`src/rtl/if_stage.sv`:
```
// Instruction fetch stage: PC register, redirect priority and IF/ID latch.
// Also synchronises the external interrupt line for Control.
module if_stage #(
  parameter logic [31:0] RESET_PC = 32'h8000_0000,
  parameter logic [31:0] IRQ_VEC  = 32'h8000_0004,
  parameter logic [31:0] EXC_VEC  = 32'h8000_0008
) (
  input  logic        clk,
  input  logic        reset,
  input  logic [2:0]  PCSrc,
  input  logic [31:0] id_rs_data,
  input  logic        branch_taken,
  input  logic [31:0] branch_target,
  input  logic        stall,
  input  logic        irq_in,
  output logic [31:0] imem_addr,
  input  logic [31:0] imem_rdata,
  output logic [31:0] id_instr,
  output logic [31:0] id_pc_plus4,
  output logic        id_valid,
  output logic        Supervised,
  output logic        IRQ
);

  typedef struct packed {
    logic [31:0] instr;
    logic [31:0] pc4;
    logic        valid;
  } if_id_t;

  logic [31:0] pc_q;
  logic [31:0] pc_d;
  if_id_t      if_id_q;
  if_id_t      if_id_d;
  logic        sync1_q;
  logic        sync2_q;
  logic        irq_sync;

  logic [31:0] pc4;
  logic [31:0] jmp_tgt;
  logic [31:0] jr_tgt;

  logic sel_br;
  logic sel_irq;
  logic sel_exc;
  logic sel_hold;
  logic sel_jmp;
  logic sel_jr;
  logic sel_seq;

  // Exclusive selects encoding the redirect priority order
  always_comb begin
    sel_br   = branch_taken;
    sel_irq  = ~sel_br & (PCSrc == 3'b011);
    sel_exc  = ~sel_br & (PCSrc == 3'b100);
    sel_hold = ~sel_br & ~sel_irq
             & ~sel_exc & stall;
    sel_jmp  = ~sel_br & ~stall
             & (PCSrc == 3'b001);
    sel_jr   = ~sel_br & ~stall
             & (PCSrc == 3'b010);
    sel_seq  = ~(sel_br | sel_irq | sel_exc
             | sel_hold | sel_jmp | sel_jr);
  end

  // Next PC and next IF/ID slot
  always_comb begin
    pc4     = pc_q + 32'd4;
    jmp_tgt = {if_id_q.pc4[31:28],
               if_id_q.instr[25:0], 2'b00};
    jr_tgt  = {id_rs_data[31:2], 2'b00};
    pc_d    = pc_q;
    if_id_d = if_id_q;
    unique case (1'b1)
      sel_br: begin
        pc_d    = branch_target;
        if_id_d = '0;
      end
      sel_irq: begin
        pc_d    = IRQ_VEC;
        if_id_d = '0;
      end
      sel_exc: begin
        pc_d    = EXC_VEC;
        if_id_d = '0;
      end
      sel_hold: begin
        pc_d    = pc_q;
        if_id_d = if_id_q;
      end
      sel_jmp: begin
        pc_d    = jmp_tgt;
        if_id_d = '0;
      end
      sel_jr: begin
        pc_d    = jr_tgt;
        if_id_d = '0;
      end
      sel_seq: begin
        pc_d          = pc4;
        if_id_d.instr = imem_rdata;
        if_id_d.pc4   = pc4;
        if_id_d.valid = 1'b1;
      end
      default: begin
        pc_d    = pc_q;
        if_id_d = if_id_q;
      end
    endcase
  end

  // PC and IF/ID registers
  always_ff @(posedge clk or negedge reset) begin
    if (!reset) begin
      pc_q    <= RESET_PC;
      if_id_q <= '0;
    end else begin
      pc_q    <= pc_d;
      if_id_q <= if_id_d;
    end
  end

  // Two-flop interrupt synchroniser
  always_ff @(posedge clk or negedge reset) begin
    if (!reset) begin
      sync1_q <= 1'b0;
      sync2_q <= 1'b0;
    end else begin
      sync1_q <= irq_in;
      sync2_q <= sync1_q;
    end
  end

  // Outputs; bubbles count as supervisor so they never trap
  always_comb begin
    irq_sync    = sync2_q;
    imem_addr   = pc_q;
    id_instr    = if_id_q.instr;
    id_pc_plus4 = if_id_q.pc4;
    id_valid    = if_id_q.valid;
    Supervised  = if_id_q.valid
                ? if_id_q.pc4[31] : 1'b1;
    IRQ         = irq_sync & if_id_q.valid
                & ~Supervised;
  end

endmodule

```
`config.mk`:
```
export PLATFORM = sky130hd
export DESIGN_NAME = if_stage
export DESIGN_NICKNAME = d
export VERILOG_FILES = /design/src/rtl/if_stage.sv
export SDC_FILE = /design/constraint.sdc
export NUM_CORES = 1
export LEC_CHECK = 0
export BUFFER_PORTS_ARGS = -buffer_cell sky130_fd_sc_hd__buf_4
export CAP_MARGIN = 20
export CORE_MARGIN = 4
export CORE_UTILIZATION = 30
export DETAILED_ROUTE_END_ITERATION = 10
export GPL_ROUTABILITY_DRIVEN = 0
export PLACE_DENSITY_LB_ADDON = 0.2
export SETUP_SLACK_MARGIN = 0.4
export SYNTH_ARGS = -nofsm -noshare
export SYNTH_HDL_FRONTEND = slang
export SYNTH_SLANG_ARGS = --single-unit
```
`constraint.sdc`:
```
create_clock -name clk -period 2.9 [get_ports clk]
set_clock_uncertainty 0.15 [all_clocks]
set_input_delay 0.145 -clock clk [delete_from_list [all_inputs] [get_ports clk]]
set_output_delay 0.145 -clock clk [all_outputs]
set_load 0.01 [all_outputs]
```
* Yosys cells after proc, flatten, opt, wreduce, memory -nomap -nowiden
Cells that the tools add are included.
Widths: inputs -> output; s select.
** Storage, ports and cells
- Flip-flop bits (word level) :: 99
- Latch bits :: 0
- Memory bits (writable) :: 0
- Memory bits (read-only) :: 0
- Input bits :: 104
- Output and inout bits :: 99
- Logic and storage cells :: 38
- Memories kept :: 0
** Cells by class
- Add/subtract/negate cells :: 1
- Multiply operators :: 0
- Divide/modulo/power cells :: 0
- Magnitude comparators :: 0
- Eq/ne operators :: 4
- Shift-type cells :: 0
- Mux-type cells :: 3
- Bitwise logic cells :: 21
- Reductions and logical operators :: 3
** Operator list (number)
- $pmux 32 s6 :: 1
- $pmux 65 s2 :: 1
- $add 32x3->32 const B :: 1
- $and 1x1->1 :: 10
- $eq 3x2->1 const B :: 2
- $not 1->1 :: 6
- $reduce_bool 6->1 :: 1
- $or 1x1->1 :: 5
- $reduce_or 5->1 :: 1
- $eq 3x1->1 const B :: 1
- $eq 3x3->1 const B :: 1
- $reduce_bool 2->1 :: 1
- $mux 1 :: 1

* Depth between registers and ports, before layout
- Depth in word-level cells :: 11
- Depth in mapped cells :: 9
- Gate-level depth less buffers :: 7

* Worst setup path before layout
OpenSTA, ideal clock, no wires.
- Path type :: register to register
- Start :: register pc_q[2] (netlist: imem_addr[2])
- End :: register pc_q[20] (netlist: imem_addr[20])
- Setup time :: 77 ps
- Arrival time :: 2080 ps
- Required time :: 2673 ps
- Path slack :: 593 ps
- Stages on the path, launching flop included :: 8
- Path buffers :: 0
- Clock period less this slack :: 2307 ps
- Cells stage by stage :: dfrtp_1 -> ha_1 -> nand3_1 -> or4_1 -> or4_1 -> a21oi_1 -> a221oi_1 -> a21oi_1
** Between the ends
- Longest elaborated chain between the ends :: 2
** RTL lines
- start: declaration :: RTL line 31 : logic [31:0] pc_q;
- start signal: assignment :: RTL line 118 : pc_q <= pc_d;
- $add 32x3->32 :: RTL line 68 : pc4 = pc_q + 32'd4;
- $pmux 32 s6 :: RTL line 74 : unique case (1'b1)
No other way between the ends.
A chain may end at the register's enable or synchronous reset.

* Worst setup path in the final report
Ends and elaborated chain as after synthesis.

==> results.py <==
metrics = {
    "run_status": {
        "status": "completed",
    },
    "grt": {
        "grt_pass1_vias": 5426,
        "antenna_found_initial": 0,
        "grt_pass1_wl_mm": 30.23,
        "grt_overflow": 0,
        "grt_util_all_layers": 0.1982,
        "grt_max_degree": 56,
    },
    "logic_synthesis": {
        "syn_inst": 541,
        "synthesis.nets": 646,
        "seq_area_frac_synth": 0.4809,
        "synth_seq_cells": 99,
        "synth-edff-count": 0,
        "async_flop_share": 1.000,
        "synth_warnings": 0,
        "ys_types": 57,
        "syn-mean-instance-area_sq_um": 9.526,
        "yosys_most_used_dff": "dfrtp_1",
        "syn_area_sq_um": 5154,
    },
    "layout": {
        "antennaDiodeCount": 0,
        "postLayoutCellArea_sq_um": 8005,
        "utilization": 0.4793,
        "instances_no_fill": 1028,
        "nets": 908,
        "drive_gt1_frac": 0.3168,
        "syn_to_final_growth_pct": 55.33,
    },
    "route": {
        "drt_iter0_markers": 334,
        "wl_per_cell_um": 19.10,
        "drc_errors": 0,
        "drtPass1Iterations": 5,
        "drt-total-wl_mm": 19.63,
        "vias": 5284,
        "drtAntennaViolNets": 0,
        "viasPerCell": 5.140,
    },
    "floorplanning": {
        "die_w_um": 139.1,
        "die_area_sq_um": 19340,
        "placementRows": 47,
        "io_pins": 203,
        "core_area_sq_um": 16700,
        "start_util": 0.3086,
        "die_height_um": 139.1,
    },
    "power": {
        "internal_power_mw": 2.693,
        "swShare": 0.2911,
        "p_seq_frac": 0.427,
        "peakVddDrop_uv": 270.4,
        "leakagePower_nw": 3.776,
        "finalPower_mw": 3.799,
        "switchingPower_mw": 1.106,
        "power.density_nw_per_um2": 474.6,
        "pwr-share-comb": 0.227,
        "clkPwrFrac": 0.347,
    },
    "sta": {
        "min_period_ps": 2407,
        "post-route-period-util": 0.8301,
        "rsz0062_at_grt": "yes",
        "slew_headroom": 0.3947,
        "setup_violations": 0,
        "hold_viol_final": 0,
        "fmax_mhz": 415.4,
        "finalSetupTns_ps": 0,
        "hold_slack_ps": 34.11,
        "slew_violations": 0,
        "tightest_slew_ps": 908.0,
        "setup_slack_ps": 492.6,
    },
    "worst_setup_path": {
        "cp_num_buf_inv": 0,
        "start_kind": "flip-flop",
        "crit_arrival_ps": 2530,
        "critPathTopFamily": "simple AND/OR/NAND/NOR gates",
        "cp_slowest_cell": "or4_4",
        "critPathKind": "reg -> reg",
        "end_kind": "flip-flop",
        "slowest_delay_ps": 470,
        "required_ps": 3020,
        "critPathMaxFanout": 5,
        "crit_chain": "ha_1 -> nand3_2 -> or4_4 -> or4_1 -> a21oi_2 -> a221oi_1 -> a21oi_1",
    },
    "worst_hold_path": {
        "min_path_type": "in -> reg",
    },
    "placed_design": {
        "dpl.cell_count": 941,
        "io_buffers": 200,
        "postPlaceCellArea_sq_um": 6949,
        "dp_slack_ps": 426.4,
        "dp_hpwl_mm": 14.25,
    },
    "clocking": {
        "cts_sinks": 99,
        "cts_tree": "done",
        "cts-buffers-inserted": 9,
        "htree_levels": 3,
        "path_clk_slew_ps": 70,
        "clk_latency_ps": 350,
        "clockRootBuffer": "clkbuf_16",
        "cts_buffer_depth": 2,
    },
    "run": {
        "cap_violations": 0,
    },
}
path summary, 6_finish.rpt:
path | from | end | slack (ps) | cells past startpoint
min reg2reg | sync1_q$_DFF_PN0_ | irq_sync$_DFF_PN0_ | 210 | 0
max reg2reg | imem_addr[2]$_DFFE_PN0P_ | imem_addr[20]$_DFFE_PN0P_ | 490 | 7
max | imem_addr[2]$_DFFE_PN0P_ | imem_addr[20]$_DFFE_PN0P_ | 490 | 7
min in group asynchronous | reset | id_instr[27]$_DFFE_PN0P_ | 260 | 2
min | branch_taken | imem_addr[28]$_DFFE_PN0P_ | 30 | 2
max in group asynchronous | reset | imem_addr[5]$_DFFE_PN0P_ | 1600 | 3
synth_stat cells (7+ instances only):
| cell | count | area share |
|---|---|---|
| nand2_1 | 45 | 0.033 |
| nand2b_1 | 7 | 0.0085 |
| nand4_1 | 7 | 0.0085 |
| nor2_1 | 59 | 0.043 |
| xnor2_1 | 18 | 0.031 |
| nand3_1 | 18 | 0.017 |
| o22ai_1 | 15 | 0.018 |
| xor2_1 | 10 | 0.017 |
| dfrtp_1 | 98 | 0.48 |
| a21o_1 | 8 | 0.012 |
| a21oi_1 | 30 | 0.029 |
| o21ai_0 | 42 | 0.041 |
| inv_1 | 17 | 0.012 |
| clkbuf_1 | 26 | 0.019 |
| mux2i_1 | 35 | 0.068 |
| a221oi_1 | 20 | 0.034 |
routing by layer:
layer | vias to the layer above | part of all wire | track usage
met4 | 0 | 0.028 | 0.08033
met2 | 242 | 0.47 | 0.3135
met5 | - | 0 | 0
li1 | 2490 | - | -
met3 | 35 | 0.068 | 0.03621
met1 | 2517 | 0.43 | 0.2691
power groups by stage:
| stage | clock (mW) | combinational (mW) | sequential (mW) |
|---|---|---|---|
| after global placement | 0 | 0.774 | 1.64 |
| final | 1.32 | 0.861 | 1.62 |
| after global routing | 1.42 | 0.932 | 1.64 |
| after CTS | 1.36 | 0.866 | 1.62 |
| after detailed placement | 0 | 0.784 | 1.64 |
| after floorplan | 0 | 0.327 | 1.65 |
cells in the final DEF (no fill, tap or decap), types with 2 or more instances in the layout:
master         count
a21o_1             8
o221a_2            5
a21oi_1           29
a222oi_1           4
nand4_1            7
nor4_1             3
o31a_1             3
a22oi_1            3
buf_4            218
and3_1             6
xnor2_1           18
or3_1              2
nor3_1             6
a221oi_1          20
dlygate4sd3_1     71
nor2_1            59
dfrtp_1           96
a31oi_1            3
xor2_1            10
o22ai_1           15
dfrtp_2            2
inv_1             17
nand2b_1           6
mux2i_1           35
bufinv_16          2
o311ai_0           2
o211ai_1           2
nor4_4             2
nor2b_1            3
nand2_1           45
and4_1             2
o21ai_0           42
nand3_1           17
clkbuf_16          9
o31ai_1            2
nand3_2            2
inv_6              2
cell families after synthesis:
group / count (synthesis) / synth area share
xor gates and xnor gates: 28 / 0.04758
buffers and inverters: 56 / 0.04370
AOI/OAI and AO/OA: 152 / 0.1957
DFF: 99 / 0.4809
adders and majority gates: 1 / 0.002427
and+or+nand+nor: 170 / 0.1617
muxes: 35 / 0.06798
layout make-up:
cell class | count | area, sq um
Clock inverter | 7 | 98.84
Timing Repair Buffer | 290 | 2367
Multi-Input combinational cell | 386 | 2494
Fill cell | 1629 | 8696
Sequential cell | 99 | 2481
Tap cell | 220 | 275.3
Inverter | 17 | 63.81
Clock buffer | 9 | 225.2
worst register-to-register path, delay by kind of cell, from the launching register on:
kind / cells / cell delay, ps
simple gates: 3 / 1060
compound gates: 3 / 470
flops: 1 / 420
fa+ha+maj: 1 / 230
state kept, by name, summed over array words and instances, names as in the netlist:
name	flops
id_pc_plus4	32
imem_addr	32
sync1_q	1
id_valid	1
id_instr	32
irq_sync	1
repair_timing:
item                                    CTS  global route
hold endpoints to repair                113             0
gates cloned                              0             0
setup buffers                             0             0
pin swaps                                 0             0
hold buffers                             71             0
resized for setup                         1             6
endpoints found under the setup margin    1             2
Note: power is estimated with default switching activity, not from simulation.
